$ cat config.mk
export PLATFORM = sky130hd
export DESIGN_NAME = btn_onehot_capture
export DESIGN_NICKNAME = d
export VERILOG_FILES = /design/src/rtl/btn_capture_pkg.sv /design/src/rtl/btn_sync2.sv /design/src/rtl/btn_onehot_capture.sv
export SDC_FILE = /design/constraint.sdc
export NUM_CORES = 1
export LEC_CHECK = 0
export ABC_AREA = 1
export BUFFER_PORTS_ARGS = -buffer_cell sky130_fd_sc_hd__buf_2
export CAP_MARGIN = 20
export CORE_MARGIN = 4
export CORE_UTILIZATION = 60
export DETAILED_ROUTE_END_ITERATION = 8
export HOLD_SLACK_MARGIN = 0.03
export PLACE_DENSITY = 0.82
export SLEW_MARGIN = 10
export SYNTH_ARGS = -nofsm -noshare
export SYNTH_HDL_FRONTEND = slang
export SYNTH_SLANG_ARGS = --single-unit
$ cat constraint.sdc
create_clock -name clk -period 3 [get_ports clk]
set_input_delay 0.45 -clock clk [delete_from_list [all_inputs] [get_ports clk]]
set_output_delay 0.45 -clock clk [all_outputs]
set_load 0.01 [all_outputs]
$ cat src/rtl/btn_capture_pkg.sv
// Shared types for the push-button capture front end: state encoding, button vector, one-hot test.
package btn_capture_pkg;

  localparam int NUM_BTN = 4;

  typedef enum logic [1:0] {IDLE, DEBOUNCE, HOLD, WAIT_REL} btn_state_t;

  typedef logic [NUM_BTN-1:0] btn_vec_t;

  // True when exactly one button is pressed.
  function automatic logic is_onehot(input btn_vec_t v);
    return (v != '0) && ((v & (v - btn_vec_t'(1))) == '0);
  endfunction

endpackage

$ cat src/rtl/btn_sync2.sv
// Two-flop synchronizer for the raw button levels; adds two cycles of latency, no backpressure.
module btn_sync2
  import btn_capture_pkg::*;
(
  input  logic               clk,
  input  logic               rst_n,
  input  logic [NUM_BTN-1:0] d,
  output logic [NUM_BTN-1:0] q
);

  btn_vec_t meta_q;

  always_ff @(posedge clk or negedge rst_n) begin
    if (!rst_n) begin
      meta_q <= '0;
      q      <= '0;
    end else begin
      meta_q <= d;
      q      <= meta_q;
    end
  end

endmodule

$ cat src/rtl/btn_onehot_capture.sv
// Debounces four buttons and emits each clean single press as a registered one-hot word; a press
// is valid DEBOUNCE_CYCLES edges after first sampled, held until ready_i. BTN_ONEHOT_SYNC2_EN adds an input synchronizer.
module btn_onehot_capture
  import btn_capture_pkg::*;
#(
  parameter int DEBOUNCE_CYCLES = 16,
  parameter int CNT_W           = $clog2(DEBOUNCE_CYCLES)
) (
  input  logic               clk,
  input  logic               rst_n,
  input  logic [NUM_BTN-1:0] btn_i,
  input  logic               ready_i,
  output logic [NUM_BTN-1:0] onehot_o,
  output logic               valid_o,
  output logic               multi_err_o
);

  localparam logic [CNT_W-1:0] CNT_MAX = CNT_W'(DEBOUNCE_CYCLES - 1);

  btn_vec_t btn_s;

`ifdef BTN_ONEHOT_SYNC2_EN
  btn_sync2 u_sync (
    .clk   (clk),
    .rst_n (rst_n),
    .d     (btn_i),
    .q     (btn_s)
  );
`else
  assign btn_s = btn_i;
`endif

  btn_state_t       state_q, state_nxt;
  btn_vec_t         cand_q, cand_nxt;
  logic [CNT_W-1:0] cnt_q, cnt_nxt;
  btn_vec_t         onehot_nxt;
  logic             valid_nxt;
  logic             err_nxt;

  always_ff @(posedge clk or negedge rst_n) begin
    if (!rst_n) begin
      state_q     <= IDLE;
      cand_q      <= '0;
      cnt_q       <= '0;
      onehot_o    <= '0;
      valid_o     <= 1'b0;
      multi_err_o <= 1'b0;
    end else begin
      state_q     <= state_nxt;
      cand_q      <= cand_nxt;
      cnt_q       <= cnt_nxt;
      onehot_o    <= onehot_nxt;
      valid_o     <= valid_nxt;
      multi_err_o <= err_nxt;
    end
  end

  always_comb begin
    state_nxt  = state_q;
    cand_nxt   = cand_q;
    cnt_nxt    = cnt_q;
    onehot_nxt = onehot_o;
    valid_nxt  = valid_o;
    err_nxt    = 1'b0;

    unique case (state_q)
      IDLE: begin
        if (btn_s != '0) begin
          cand_nxt  = btn_s;
          cnt_nxt   = '0;
          state_nxt = DEBOUNCE;
        end
      end

      DEBOUNCE: begin
        if (btn_s == '0) begin
          state_nxt = IDLE;
        end else if (btn_s != cand_q) begin
          cand_nxt = btn_s;
          cnt_nxt  = '0;
        end else if (cnt_q != CNT_MAX) begin
          cnt_nxt = cnt_q + CNT_W'(1);
        end else if (is_onehot(cand_q)) begin
          onehot_nxt = cand_q;
          valid_nxt  = 1'b1;
          state_nxt  = HOLD;
        end else begin
          // Chords are reported once and then must be fully released.
          err_nxt   = 1'b1;
          cnt_nxt   = '0;
          state_nxt = WAIT_REL;
        end
      end

      HOLD: begin
        if (ready_i) begin
          onehot_nxt = '0;
          valid_nxt  = 1'b0;
          cnt_nxt    = '0;
          state_nxt  = WAIT_REL;
        end
      end

      WAIT_REL: begin
        if (btn_s != '0) begin
          cnt_nxt = '0;
        end else if (cnt_q == CNT_MAX) begin
          state_nxt = IDLE;
        end else begin
          cnt_nxt = cnt_q + CNT_W'(1);
        end
      end

      default: state_nxt = IDLE;
    endcase
  end

endmodule

==> out/summary.log <==
qor: outcome.outcome completed
qor: critical_path.crit_chain ha_1, nand2_1, nor2_2, inv_1, nand2_1, nand3_1, nor2_1, nand3_1, nand2_1, nand2_1
qor: worst_hold_path.holdCritPathClass in -> async
qor: pwr.power_switching 392 uW
qor: route.ant_nets 0
qor: placed_design.gp_congestion 0.881
qor: route.detail_route.wl_per_cell 11.0 um
qor: layout.final_cell_count_no_fill 189
qor: floorplan.die_height 49.7 um
qor: layout.final_common_cell sky130_fd_sc_hd__nand2_1
qor: layout.final_net_count 182
qor: clock_network.clock_insertion_delay_worst_skew 0.29 ns
qor: pwr.max-vdd-ir-drop 0.496 mV
qor: layout.most-common-layout-cells sky130_fd_sc_hd__nand2_1, sky130_fd_sc_hd__dfrtp_1, sky130_fd_sc_hd__nand3_1, sky130_fd_sc_hd__buf_2, sky130_fd_sc_hd__inv_1
qor: timing.setup_repair_after_global_routing_missed_its_margin no
qor: pwr.p_leak 0.723 nW
qor: critical_path.timing.critical_path.buf_inv 1
qor: pwr.clockPowerShare 17.2%
qor: route.drt-vias-per-instance 5.24
qor: clock_network.clock_transition_at_the_register_clock_pins_on_the_worst_setup_and_hold_paths_after_cts 0.10 ns
qor: pwr.power.combinational.fraction 45.4%
qor: pwr.p_seq_share 37.4%
qor: pwr.power_density 728 nW/um^2
qor: timing.timing.setup.tns 0 ns
qor: layout.drive_gt1_share 19.7%
qor: synth.ys_seq_elements 16
qor: clock_network.clock-root-buffer sky130_fd_sc_hd__clkbuf_4
qor: timing.fin_crit_sh 53.2%
qor: floorplan.floorplan.die_area 2470 um^2
qor: clock_network.postCtsSetupRepairBufs 0
qor: timing.final_setup_fails 0
qor: global_routing.grt_start_max_net_pins 17
qor: critical_path.worst_path_max_delay_cell sky130_fd_sc_hd__dfrtp_1
qor: critical_path.most_common_cell_on_crit_path sky130_fd_sc_hd__nand2_1
qor: placed_design.placed_cells 185
qor: global_routing.grt_overflow 0
qor: synth.yosys.cell_types.count 22
qor: synth.mean_area_per_synthesized_cell 6.65 um^2
qor: timing.fmaxAchievable 627 MHz
qor: clock_network.cts_hold_buffers 0
qor: clock_network.clockBufferDepth 2
qor: critical_path.crit_path_launch_type flop
qor: layout.antenna_cells 0
qor: critical_path.crit-reg2reg-launch cnt_q[0]$_DFFE_PN0P_
qor: timing.report.final.hold_viol_count 0
qor: critical_path.worst_path_largest_cell_delay 0.44 ns
qor: synth.syn_nets 165
qor: placed_design.dp.final_hpwl 1670 um
qor: route.detailroute.via_count 991
qor: pwr.report.power.total 845 uW
qor: critical_path.r2r_setup_slack 1.41 ns
qor: clock_network.clock_sink_count 16
qor: clock_network.cts_tree built
qor: synth.postSynthCellCount 157
qor: timing.timing.max_slew.rel_slack 77.3%
qor: floorplan.pin_count 13
qor: timing.final.min_clock_period 1.59 ns
qor: global_routing.grt_pass1_wl 3790 um
qor: route.drtPass1Iterations 5
qor: global_routing.grt_use_total 19.7%
qor: timing.worstMarginPinSlew 0.341 ns
qor: critical_path.setup.worst_path.class reg -> reg
qor: pwr.switching_share 46.4%
qor: critical_path.critPathArrivalTime 1.79 ns
qor: synth.yosysSeqAreaShare 38.3%
qor: floorplan.row_count 14
qor: pwr.intPower 453 uW
qor: synth.synth.yosys.warnings 0
qor: timing.finalHoldWorstSlack 0.0437 ns
qor: critical_path.endpoint_kind flop
qor: clock_network.cts-resized-gates 0
qor: floorplan.die_width 49.7 um
qor: floorplan.fp.coreArea 1580 um^2
qor: placed_design.io_port_bufs 12
qor: timing.fin_worst_skew 0.00199 ns
qor: global_routing.initial_antenna_violation_count 0
qor: critical_path.path_max_fanout 5
qor: clock_network.cts-buffers-inserted 3
qor: critical_path.worst_r2r_path_depth 10
qor: critical_path.critical_path_required 3.19 ns
qor: layout.final_core_util 73.7%
qor: floorplan.initial_utilization 66.3%
qor: layout.syn2layout_area_growth 11.1%
qor: global_routing.first_global_vias 890
qor: job.cap_violations 0
qor: timing.maxSlewViolCount 0
qor: synth.area_of_the_mapped_netlist 1040 um^2
qor: route.route.detailed.drc 0
qor: route.wl 2070 um
qor: critical_path.crit_family simple AND/OR/NAND/NOR gates
qor: clock_network.cts-htree-levels 1
qor: route.dr_iter_0_viols 46
cell families after synthesis:
logic type	share of synthesized area, %
flops	38.3
buf+inv	6.47
simple gates	50.9
fa+ha+maj	1.20
xor+xnor	0.838
compound gates	2.27
synthesized netlist by cell type (all sizes together):
cell type | instances | share of area (%)
a21oi | 1 | 0.48
clkinv | 2 | 0.72
dfrtp | 16 | 38
ha | 1 | 1.2
inv | 16 | 5.7
nand2 | 83 | 31
nand3 | 15 | 8.9
nand3b | 1 | 0.72
nand4 | 2 | 1.8
nor2 | 16 | 9.0
o21ai | 3 | 1.8
xor2 | 1 | 0.84
through the flow:
stage | setup WS, ns | area, um^2
2_1_floorplan | 1.63 | 1040
3_3_place_gp | 1.47 | 1120
4_1_cts | 1.42 | 1160
5_1_grt | 1.21 | 1160
3_5_place_dp | 1.42 | 1120
6_report | 1.41 | 1160
sequential cells by signal, summed over array words and instances (netlist names), named ones only:
| signal | cells |
|---|---|
| cand_q | 4 |
| cnt_q | 4 |
| multi_err_o | 1 |
| onehot_o | 4 |
| state_q | 1 |
| valid_o | 1 |
power by group through the flow:
stage               registers [mW]  logic [mW]  clock network (mW)
floorplan                    0.305       0.315                   0
global placement             0.318       0.371                   0
detailed placement           0.320       0.382                   0
CTS                          0.316       0.384               0.147
global route                 0.326       0.443               0.159
finish                       0.316       0.383               0.145
how the worst max path moves through the flow:
stage / startpoint / to / depth (start not counted)
floorplan: cnt_q[0]$_DFFE_PN0P_ / flop / 10
global placement: cnt_q[0]$_DFFE_PN0P_ / flop / 10
detailed placement: btn_i[3] / cnt_q[2]$_DFFE_PN0P_ / 10
CTS: cnt_q[0]$_DFFE_PN0P_ / flop / 10
global route: cnt_q[0]$_DFFE_PN0P_ / flop / 10
finish: cnt_q[0]$_DFFE_PN0P_ / flop / 10
layer usage:
metal | routed length [um] | vias up | global-route usage (%)
met3 | 139 | 5 | 1.81
met4 | 48 | 0 | 9.68
li1 | - | 517 | -
met2 | 873 | 38 | 30.6
met5 | 0 | - | 0
met1 | 1010 | 431 | 27.2
cell type report:
cell class / count / area [um^2]
repair buffers: 12 / 60.1
inverters: 18 / 67.6
well taps: 16 / 20.0
fillers: 137 / 415
clock buffers: 4 / 36.3
flip-flops and latches: 16 / 400
multi-input cells: 123 / 577
worst register-to-register path, delay by kind of cell, from the launching register on:
kind | cells | cell delay [ns]
AND/OR/NAND/NOR | 8 | 0.72
buffers and inverters | 1 | 0.13
adder cells (fa/ha/maj) | 1 | 0.21
flip-flops | 1 | 0.44
Note: power is estimated with default switching activity, not from simulation.
